<file path="config.mk">
export PLATFORM = sky130hd
export DESIGN_NAME = mem_arbiter
export DESIGN_NICKNAME = d
export VERILOG_FILES = /design/src/rtl/mem_arbiter.sv
export SDC_FILE = /design/constraint.sdc
export NUM_CORES = 1
export LEC_CHECK = 0
export BUFFER_PORTS_ARGS = -buffer_cell sky130_fd_sc_hd__buf_4
export CORE_MARGIN = 2
export CORE_UTILIZATION = 51
export CTS_CLUSTER_SIZE = 40
export DETAILED_ROUTE_END_ITERATION = 10
export HOLD_SLACK_MARGIN = 0.05
export PLACE_DENSITY = 0.81
export SETUP_SLACK_MARGIN = 0.1
export SLEW_MARGIN = 10
export SYNTH_ARGS = -nofsm -noshare
export SYNTH_HDL_FRONTEND = slang
export SYNTH_SLANG_ARGS = --single-unit
</file>
<file path="constraint.sdc">
create_clock -name clk_i -period 5.7 [get_ports clk_i]
set_input_delay 1.14 -clock clk_i [delete_from_list [all_inputs] [get_ports clk_i]]
set_output_delay 1.14 -clock clk_i [all_outputs]
set_load 0.01 [all_outputs]
</file>
<file path="src/rtl/mem_arbiter.sv">
// Two-port memory arbiter: the data port has fixed priority over instruction fetch,
// one shared memory access at a time, with a wait-counter timeout and a sticky error flag.
module mem_arbiter #(
    parameter logic [7:0] TIMEOUT = 8'd255
) (
    input  logic        clk_i,
    input  logic        rst_i,
    input  logic        if_req_i,
    input  logic [31:0] if_addr_i,
    output logic [31:0] if_rdata_o,
    output logic        if_ack_o,
    input  logic        dm_req_i,
    input  logic        dm_we_i,
    input  logic [31:0] dm_addr_i,
    input  logic [31:0] dm_wdata_i,
    output logic [31:0] dm_rdata_o,
    output logic        dm_ack_o,
    output logic        mem_req_o,
    output logic        mem_we_o,
    output logic [31:0] mem_addr_o,
    output logic [31:0] mem_wdata_o,
    input  logic [31:0] mem_rdata_i,
    input  logic        mem_ack_i,
    output logic        stall_o,
    output logic        err_o
);

    typedef enum logic [1:0] {IDLE, IF_BUSY, DM_BUSY, DONE} state_t;

    state_t      state_q, state_d;
    logic        mem_req_q, mem_req_d;
    logic        mem_we_q, mem_we_d;
    logic [31:0] mem_addr_q, mem_addr_d;
    logic [31:0] mem_wdata_q, mem_wdata_d;
    logic [31:0] if_rdata_q, if_rdata_d;
    logic [31:0] dm_rdata_q, dm_rdata_d;
    logic        if_ack_q, if_ack_d;
    logic        dm_ack_q, dm_ack_d;
    logic        err_q, err_d;
    logic [7:0]  cnt_q, cnt_d;

    always_comb begin
        state_d     = state_q;
        mem_req_d   = mem_req_q;
        mem_we_d    = mem_we_q;
        mem_addr_d  = mem_addr_q;
        mem_wdata_d = mem_wdata_q;
        if_rdata_d  = if_rdata_q;
        dm_rdata_d  = dm_rdata_q;
        if_ack_d    = 1'b0;
        dm_ack_d    = 1'b0;
        err_d       = err_q;
        cnt_d       = cnt_q;

        case (state_q)
            IDLE: begin
                if (dm_req_i) begin
                    state_d     = DM_BUSY;
                    mem_req_d   = 1'b1;
                    mem_we_d    = dm_we_i;
                    mem_addr_d  = dm_addr_i;
                    mem_wdata_d = dm_wdata_i;
                    cnt_d       = 8'd0;
                end else if (if_req_i) begin
                    state_d     = IF_BUSY;
                    mem_req_d   = 1'b1;
                    mem_we_d    = 1'b0;
                    mem_addr_d  = if_addr_i;
                    mem_wdata_d = 32'd0;
                    cnt_d       = 8'd0;
                end
            end
            IF_BUSY, DM_BUSY: begin
                // An ack on the same cycle the counter hits the limit still completes normally.
                if (mem_ack_i || cnt_q == TIMEOUT) begin
                    state_d   = DONE;
                    mem_req_d = 1'b0;
                    mem_we_d  = 1'b0;
                    if (!mem_ack_i) begin
                        err_d = 1'b1;
                    end
                    if (state_q == DM_BUSY) begin
                        dm_rdata_d = mem_ack_i ? mem_rdata_i : 32'd0;
                        dm_ack_d   = 1'b1;
                    end else begin
                        if_rdata_d = mem_ack_i ? mem_rdata_i : 32'd0;
                        if_ack_d   = 1'b1;
                    end
                end else begin
                    cnt_d = cnt_q + 8'd1;
                end
            end
            DONE: begin
                state_d = IDLE;
            end
            default: begin
                state_d = IDLE;
            end
        endcase
    end

    always_ff @(posedge clk_i or negedge rst_i) begin
        if (!rst_i) begin
            state_q     <= IDLE;
            mem_req_q   <= 1'b0;
            mem_we_q    <= 1'b0;
            mem_addr_q  <= 32'd0;
            mem_wdata_q <= 32'd0;
            if_rdata_q  <= 32'd0;
            dm_rdata_q  <= 32'd0;
            if_ack_q    <= 1'b0;
            dm_ack_q    <= 1'b0;
            err_q       <= 1'b0;
            cnt_q       <= 8'd0;
        end else begin
            state_q     <= state_d;
            mem_req_q   <= mem_req_d;
            mem_we_q    <= mem_we_d;
            mem_addr_q  <= mem_addr_d;
            mem_wdata_q <= mem_wdata_d;
            if_rdata_q  <= if_rdata_d;
            dm_rdata_q  <= dm_rdata_d;
            if_ack_q    <= if_ack_d;
            dm_ack_q    <= dm_ack_d;
            err_q       <= err_d;
            cnt_q       <= cnt_d;
        end
    end

    assign mem_req_o   = mem_req_q;
    assign mem_we_o    = mem_we_q;
    assign mem_addr_o  = mem_addr_q;
    assign mem_wdata_o = mem_wdata_q;
    assign if_rdata_o  = if_rdata_q;
    assign dm_rdata_o  = dm_rdata_q;
    assign if_ack_o    = if_ack_q;
    assign dm_ack_o    = dm_ack_q;
    assign err_o       = err_q;
    assign stall_o     = (if_req_i & ~if_ack_q) | (dm_req_i & ~dm_ack_q);

endmodule
</file>
==> results of run 1 <==
==> state kept, by name, summed over array words and instances, names as in the netlist <==
register / flops
cnt_q: 8
dm_ack_o: 1
dm_rdata_o: 32
err_o: 1
if_ack_o: 1
if_rdata_o: 32
mem_addr_o: 32
mem_req_o: 1
mem_wdata_o: 32
mem_we_o: 1
state_q: 2
==> cell usage after synthesis <==
| cell | n |
|---|---|
| sky130_fd_sc_hd__nor2_1 | 2 |
| sky130_fd_sc_hd__buf_12 | 3 |
| sky130_fd_sc_hd__mux2_4 | 29 |
| sky130_fd_sc_hd__nor3_1 | 4 |
| sky130_fd_sc_hd__a22o_1 | 33 |
| sky130_fd_sc_hd__and4_1 | 1 |
| sky130_fd_sc_hd__and2b_1 | 1 |
| sky130_fd_sc_hd__nand3_1 | 4 |
| sky130_fd_sc_hd__or3b_2 | 1 |
| sky130_fd_sc_hd__a211o_1 | 3 |
| sky130_fd_sc_hd__nand4b_1 | 1 |
| sky130_fd_sc_hd__and3_1 | 4 |
| sky130_fd_sc_hd__nor3b_1 | 1 |
| sky130_fd_sc_hd__nand2_2 | 1 |
| sky130_fd_sc_hd__or2_0 | 1 |
| sky130_fd_sc_hd__buf_6 | 4 |
| sky130_fd_sc_hd__dfrtp_1 | 143 |
| sky130_fd_sc_hd__clkbuf_1 | 16 |
| sky130_fd_sc_hd__nand4_4 | 1 |
| sky130_fd_sc_hd__buf_2 | 7 |
| sky130_fd_sc_hd__inv_1 | 6 |
| sky130_fd_sc_hd__mux2i_1 | 36 |
| sky130_fd_sc_hd__ha_1 | 4 |
| sky130_fd_sc_hd__mux2_2 | 35 |
| sky130_fd_sc_hd__nor4_1 | 1 |
| sky130_fd_sc_hd__a21oi_1 | 2 |
| sky130_fd_sc_hd__o21ai_2 | 1 |
| sky130_fd_sc_hd__o211ai_1 | 1 |
| sky130_fd_sc_hd__o21ai_1 | 1 |
| sky130_fd_sc_hd__a21o_1 | 1 |
| sky130_fd_sc_hd__nand4_1 | 2 |
| sky130_fd_sc_hd__o21ai_0 | 38 |
| sky130_fd_sc_hd__nor2b_1 | 3 |
| sky130_fd_sc_hd__and2_1 | 33 |
| sky130_fd_sc_hd__o31ai_1 | 1 |
| sky130_fd_sc_hd__o211a_1 | 1 |
| sky130_fd_sc_hd__o22ai_1 | 1 |
| sky130_fd_sc_hd__or3b_1 | 1 |
| sky130_fd_sc_hd__nand2_1 | 38 |
| sky130_fd_sc_hd__o2bb2ai_1 | 3 |
==> power by group through the flow <==
| stage | registers, W | clock network, W | logic, W |
|---|---|---|---|
| finish | 0.00167 | 0.00105 | 0.00187 |
| global route | 0.00172 | 0.00112 | 0.00202 |
| CTS | 0.00167 | 0.00107 | 0.00189 |
| detailed placement | 0.00167 | 0 | 0.00189 |
| global placement | 0.00166 | 0 | 0.00183 |
| floorplan | 0.00182 | 0 | 0.000882 |
==> final timing paths <==
kind / endpoint / depth (start not counted)
max: stall_o / 4
min: err_o / 1
max reg2reg: if_rdata_o[0] / 6
min reg2reg: err_o / 1
max in group asynchronous: mem_addr_o[9] / 2
min in group asynchronous: dm_rdata_o[24] / 1
==> area by class of cell <==
class,count,area share (%)
sequential,143,40.84
multi-input combinational,290,27.27
timing repair buffer,269,23.09
clock buffer,26,5.812
tap,147,2.099
clock inverter,6,0.6283
inverter,6,0.2570
==> critical path, stage by stage <==
cell                      delay [ns]
sky130_fd_sc_hd__buf_4          0.49
sky130_fd_sc_hd__inv_1          0.09
sky130_fd_sc_hd__o22ai_1        0.13
sky130_fd_sc_hd__buf_4          0.15
==> routing by layer <==
layer  part of all wire [%]  GRT usage, %
met1                     40         29.94
met2                     50         42.94
met3                    8.0         7.094
met4                    1.9         10.33
met5                      0             0
==> placed cells by master, fill, tap and decap left out, types with 2 or more instances in the layout <==
cell                        netlist  routed
sky130_fd_sc_hd__buf_4            0     268
sky130_fd_sc_hd__dfrtp_1        143     143
sky130_fd_sc_hd__nand2_1         38      38
sky130_fd_sc_hd__o21ai_0         38      38
sky130_fd_sc_hd__mux2i_1         36      36
sky130_fd_sc_hd__mux2_2          35      35
sky130_fd_sc_hd__and2_1          33      33
sky130_fd_sc_hd__a22o_1          33      33
sky130_fd_sc_hd__mux2_4          29      29
sky130_fd_sc_hd__clkbuf_16        0      17
sky130_fd_sc_hd__inv_1            6       6
sky130_fd_sc_hd__clkbuf_8         0       5
sky130_fd_sc_hd__clkinv_2         0       5
sky130_fd_sc_hd__nand3_1          4       4
sky130_fd_sc_hd__nor3_1           4       4
sky130_fd_sc_hd__and3_1           4       4
sky130_fd_sc_hd__ha_1             4       4
sky130_fd_sc_hd__clkbuf_1        16       4
sky130_fd_sc_hd__o2bb2ai_1        3       3
sky130_fd_sc_hd__nor2b_1          3       3
sky130_fd_sc_hd__a211o_1          3       3
sky130_fd_sc_hd__nand4_1          2       2
sky130_fd_sc_hd__nor2_1           2       2
sky130_fd_sc_hd__a21oi_1          2       2
==> cell families (layout without fill, tap and decap cells) <==
logic type	Yosys count	after routing
flops	143	143
buf+inv	36	307
simple gates	100	100
mux	100	100
fa+ha+maj	4	4
compound gates	86	86
==> through the flow <==
step / setup slack (ns) / total power, W / instance area [um^2] / utilization (%)
finish: 2.545 / 0.004596 / 8762 / 73.56
global route: 2.496 / 0.004858 / 8762 / 73.56
CTS: 2.539 / 0.004635 / 8762 / 73.56
detailed placement: 2.502 / 0.003562 / 8198 / 68.82
global placement: 2.549 / 0.003488 / 8198 / 68.82
floorplan: 2.715 / 0.002700 / 6178 / -
==> results.env, run 1 <==
OUTCOME='finished clean'
FP.DIEAREA_UM2=13010
MAXCAPVIOLATIONS=0
CTS_SETUP_BUFFERS=0
DRIVE_ABOVE_1_SHARE_PCT=49.59
ROW_COUNT=40
MULTIINPUTGATEAREA_UM2=2390
DIE_Y_UM=114.1
POST-DP-HPWL_UM=11220
TIMING.SLEW.HEADROOM_PCT=27.02
R2R_SETUP_SLACK_NS=2.99
SWITCH_PWR_W=0.001506
POST_CTS_RESIZED=0
REGAREA_UM2=3578
CTS_MADE_BUFFERS=17
GRT_ANTENNA_BEFORE_REPAIR=0
GRT_USAGE_PCT=25.10
YS_FF_LATCH=143
PORT_BUFFERS=267
UNREPAIRED_SETUP_ENDPOINTS_AFTER_GLOBAL_ROUTING='false'
SHARE_CLK_OF_TOTAL_POWER_PCT=22.8
WORST_HOLD_START='err_o'
DIE_X_UM=114.1
SETUP-TNS-FINAL_NS=0
BOUNDARY_PINS=268
POST_SYNTH_INSTANCE_AREA_UM2=6178
FINAL.PERIOD_UTILIZATION_PCT=55.35
SYNTH_SIMPLE_GATE_AREA_SHARE_PCT=8.789
ROUTE.DETAILED.VIAS_PER_INST=5.357
TOTALWIRELENGTH_UM=15830
P_SW_SHARE_PCT=32.77
REPORT.FINAL.SLEW_VIOL_COUNT=0
WHS_NS=0.4528
PLACE_INST=855
SYNTH_NETS=607
WIRE_PER_INST_UM=17.84
FIRST_GLOBAL_VIAS=4941
DR.FIRST_ITER.DRC_COUNT=204
FIN_CELLS=887
SETUP_VIOLATIONS=0
CLK_PIN_SLEW_NS=0.05
CRIT_START='dm_req_i'
CRITICAL_PATH.MAX_FANOUT=40
POST-ROUTE-DRC-COUNT=0
LAYOUT.NETS=865
SYNTHESIZED_AREA_FRACTION_OCCUPIED_BY_XOR_AND_XNOR_CELLS_PCT=0
NETLIST.TOP_CELL.BY_AREA='sky130_fd_sc_hd__dfrtp_1'
CRIT_PATH_START_KIND='input pin'
GRT_OVERFLOW=0
SYNTH.AREA.TOP_CELLS='sky130_fd_sc_hd__dfrtp_1 58%, sky130_fd_sc_hd__mux2_4 7.0%, sky130_fd_sc_hd__mux2_2 6.4%, sky130_fd_sc_hd__mux2i_1 5.8%, sky130_fd_sc_hd__a22o_1 4.7%'
POWERDENSITY_nW_PER_UM2=524.5
GRT_MAX_DEGREE=85
POST_SYNTH_FA_HA_MAJ_AREA_FRACTION_PCT=0.8100
DIODE_COUNT=0
SYN-MEAN-INSTANCE-AREA_UM2=13.17
CLK_ROOT_BUFFER_CELL='sky130_fd_sc_hd__clkbuf_16'
TIGHTEST_PIN_TRANSITION_NS=1.095
CTS_HOLD_REPAIR.BUFFERS=0
TIMING_HOLD_VIOLATIONS_FINAL=0
TIMING.CLOCK.SKEW_NS=0.005234
CRITPATHREQUIREDTIME_NS=4.56
SYNTH_COMPOUND_GATE_AREA_SHARE_PCT=9.619
SYN_TO_FINAL_GROWTH_PCT=41.82
POWER_LEAKAGE_nW=4.597
SYNTHCELLS=469
CTS.SINK_COUNT=143
WORST_EP_ARRIVAL_TIME_NS=2.02
GP_CONGESTION=0.7827
LAYOUT.FILLER_CELLS=823
COUNT_OF_NETS_LEFT_WITH_ANTENNA_VIOLATIONS_AFTER_DETAIL_ROUTING=0
SYNTH.MUX.AREA_FRACTION_PCT=19.26
DR_PASS1_ITERATIONS=4
SYNTH_TOP_FAMILY_BY_AREA='multiplexers'
CRITICALPATHCATEGORY='in2out'
COMBINATIONAL_POWER_SHARE_PCT=40.8
VIA_COUNT=4752
COUNT_OF_DISTINCT_CELL_TYPES_IN_THE_SYNTHESIZED_NETLIST=40
CP-END-KIND='output port'
SYNTH_WARN=0
INITIAL_CORE_UTIL_PCT=51.87
CLOCKBUFFERDEPTH=2
TRITONCTS='done'
POWER.SEQUENTIAL.FRACTION_PCT=36.4
YS_SEQ_AREA_SHARE_PCT=57.92
MAX_CLOCK_FREQ_GHz=0.3170
GRT_PASS1_WL_UM=25030
SYNTH_TOP_AREA_SHARE_PCT=57.92
HOLDCRITPATHCLASS='reg2reg'
CELLINTERNALPOWER_W=0.003090
VDD.IR_DROP.WORST_mV=0.3073
WORSTREG2REGSTART='state_q[1]'
H-TREE-DEPTH=4
WORST_SKEW_PAIR.LATE_LATENCY_NS=0.41
PLACEABLECOREAREA_UM2=11910
FINAL.MIN_CLOCK_PERIOD_NS=3.155
No activity file was read; power rests on OpenSTA's default activity.
==> run 2: changes to the inputs <==
Settings changed: CORE_UTILIZATION 51 to 43, PLACE_DENSITY 0.81 to 0.72.
Clock period 5.7 ns to 2.6 ns, I/O delays scaled along.
==> results.env, run 2 (same netlist as run 1, synthesis figures left out) <==
TIMING.CLOCK.SKEW_NS=0.007966  # +0.002733 ns
CTS_SETUP_BUFFERS=0  # unchanged
CRIT_START='state_q[1]'
SETUP-TNS-FINAL_NS=0  # unchanged
R2R_SETUP_SLACK_NS=0.38  # -2.61 ns
POST-DP-HPWL_UM=11490  # +2.5%
POST-ROUTE-DRC-COUNT=0  # unchanged
POWERDENSITY_nW_PER_UM2=1158  # +120%
CP-END-KIND='flop'
DR_PASS1_ITERATIONS=6  # +2
CTS.SINK_COUNT=143  # unchanged
WL_MET1_UM=6385  # +1.0%
MAXCAPVIOLATIONS=0  # unchanged
TOTALWIRELENGTH_UM=15690  # -0.90%
WHS_NS=0.1071  # -0.3457 ns
CRITICALPATHCATEGORY='reg2reg'
WL_MET3_UM=1096  # -13%
CRITPATHREQUIREDTIME_NS=2.89  # -1.67 ns
TIMING.SLEW.HEADROOM_PCT=54.00  # +27 points
MAX_CLOCK_FREQ_GHz=0.4507
TIGHTEST_PIN_TRANSITION_NS=0.6842  # -0.4106 ns
CRIT_PATH_START_KIND='flop'
FIRST_GLOBAL_VIAS=4779  # -3.3%
CTS_MADE_BUFFERS=17  # unchanged
GRT_MAX_DEGREE=68  # -20%
COUNT_OF_NETS_LEFT_WITH_ANTENNA_VIOLATIONS_AFTER_DETAIL_ROUTING=0  # unchanged
WIRE_PER_INST_UM=16.92  # -5.2%
CRIT-REG2REG-CAPTURE='if_rdata_o[0]'
HOLDCRITPATHCLASS='in2async'
LAYOUT.CELLS.MOST_COMMON='sky130_fd_sc_hd__buf_4'
ROUTE.DETAILED.VIAS_PER_INST=4.970  # -7.2%
WORSTREG2REGSTART='state_q[1]'
LAYOUT.CELLS.MOST_COMMON_LIST='271 x sky130_fd_sc_hd__buf_4, 143 x sky130_fd_sc_hd__dfrtp_1, 38 x sky130_fd_sc_hd__nand2_1, 38 x sky130_fd_sc_hd__o21ai_0, 36 x sky130_fd_sc_hd__mux2i_1'
INITIAL_CORE_UTIL_PCT=44.34  # -7.5 points
FINAL.MIN_CLOCK_PERIOD_NS=2.219
BOUNDARY_PINS=268  # unchanged
R2R_CELLS=7  # +1
VIA_COUNT=4607  # -3.1%
POWER_LEAKAGE_nW=4.677  # +1.7%
GRT_PASS1_WL_UM=24090  # -3.8%
WORST_SKEW_PAIR.LATE_LATENCY_NS=0.41  # about the same
WORST_EP_ARRIVAL_TIME_NS=2.51  # +0.49 ns
REPORT.FINAL.SLEW_VIOL_COUNT=0  # unchanged
TOP_SIGNAL_LAYER_USED='met4'
MET2WIRELENGTH_UM=7966  # +0.37%
TIMING_HOLD_VIOLATIONS_FINAL=0  # unchanged
PORT_BUFFERS=267  # unchanged
CRITICAL_PATH.MAX_FANOUT=33  # -18%
FINAL_CRITICAL_PATH_SETUP_SLACK_NS=0.3814  # -2.164 ns
GRT_USAGE_PCT=20.76  # -4.3 points
UNREPAIRED_SETUP_ENDPOINTS_AFTER_GLOBAL_ROUTING='false'
GP_CONGESTION=0.8172  # +4.4%
H-TREE-DEPTH=4  # unchanged
TRITONCTS='done'
PRECTSSETUPSLACK_NS=0.4231  # -2.079 ns
FINAL.PERIOD_UTILIZATION_PCT=85.33
CLK_PIN_SLEW_NS=0.06  # about the same
GRT_ANTENNA_BEFORE_REPAIR=0  # unchanged
GRT_OVERFLOW=0  # unchanged
SYN_TO_FINAL_GROWTH_PCT=45.57
OUTCOME='finished clean'
VDD.IR_DROP.WORST_mV=0.5317  # +73%
LAYOUT.NETS=873  # +0.92%
DR.FIRST_ITER.DRC_COUNT=241  # +18%
DIE_Y_UM=123.9  # +8.6%
FP.DIEAREA_UM2=15340  # +18%
CTS_HOLD_REPAIR.BUFFERS=0  # unchanged
DIE_X_UM=123.9  # +8.6%
SETUP_VIOLATIONS=0  # unchanged
DRIVE_ABOVE_1_SHARE_PCT=50.33  # +0.74 points
CLK_ROOT_BUFFER_CELL='sky130_fd_sc_hd__clkbuf_16'
CLOCKBUFFERDEPTH=2  # unchanged
POST_CTS_RESIZED=0  # unchanged
DIODE_COUNT=0  # unchanged
PLACEABLECOREAREA_UM2=13930  # +17%
ROW_COUNT=43  # +7.5%
==> run 2: cell count changes in the layout (fill, tap and decap cells not counted) <==
| cell | change |
|---|---|
| sky130_fd_sc_hd__buf_12 | +5 |
| sky130_fd_sc_hd__clkinv_2 | -4 |
| sky130_fd_sc_hd__buf_4 | +3 |
| sky130_fd_sc_hd__bufinv_16 | +3 |
| sky130_fd_sc_hd__clkbuf_1 | -2 |
| sky130_fd_sc_hd__clkbuf_8 | -2 |
| sky130_fd_sc_hd__clkinv_4 | +2 |
| sky130_fd_sc_hd__clkinvlp_4 | +2 |
==> run 2: per-layer routing <==
| layer | vias to the layer above | global-route usage (%) |
|---|---|---|
| met5 | - | 0 |
| met4 | 0 | 6.960 |
| met1 | 2206 | 24.79 |
| li1 | 2203 | - |
| met3 | 18 | 5.723 |
| met2 | 180 | 36.16 |
==> run 2: layout make-up <==
cell class	count	area (um^2)
clock inverters	9	157.7
well taps	180	225.2
multi-input cells	290	2390
flip-flops and latches	143	3578
repair buffers	277	2146
clock buffers	22	474.2
inverters	6	22.52
fillers	1093	4941
==> run 2: critical path, stage by stage (launching register included) <==
cell and delay [ns]:
sky130_fd_sc_hd__dfrtp_1 0.35, sky130_fd_sc_hd__inv_1 0.07, sky130_fd_sc_hd__ha_1 0.46, sky130_fd_sc_hd__nand4_1 0.15
sky130_fd_sc_hd__o21ai_2 0.21, sky130_fd_sc_hd__and2b_2 0.21, sky130_fd_sc_hd__buf_12 0.25, sky130_fd_sc_hd__mux2_2 0.37
==> run 2: worst max path at each step <==
| stage | endpoint | slack [ns] | cells after the start |
|---|---|---|---|
| after global routing | if_rdata_o[0] | 0.26 | 7 |
| after floorplan | if_rdata_o[10] | 0.78 | 9 |
| after detailed placement | if_rdata_o[0] | 0.42 | 7 |
| after global placement | if_rdata_o[1] | 0.51 | 7 |
| after CTS | if_rdata_o[0] | 0.41 | 7 |
| final | if_rdata_o[0] | 0.38 | 7 |
==> run 2: power breakdown <==
part           internal, W  switching, W
Clock              0.00168      0.000898
Combinational      0.00229       0.00186
Sequential         0.00312      0.000567
==> run 2: stage by stage <==
stage               cell area (um^2)  utilization, %  std cells  total power, W
floorplan                       6178               -        469        0.005920
global placement                8362           60.01        896        0.007767
detailed placement              8362           60.01        896        0.007902
CTS                             8994           64.54        927         0.01053
global route                    8994           64.54        927         0.01102
finish                          8994           64.54        927         0.01042
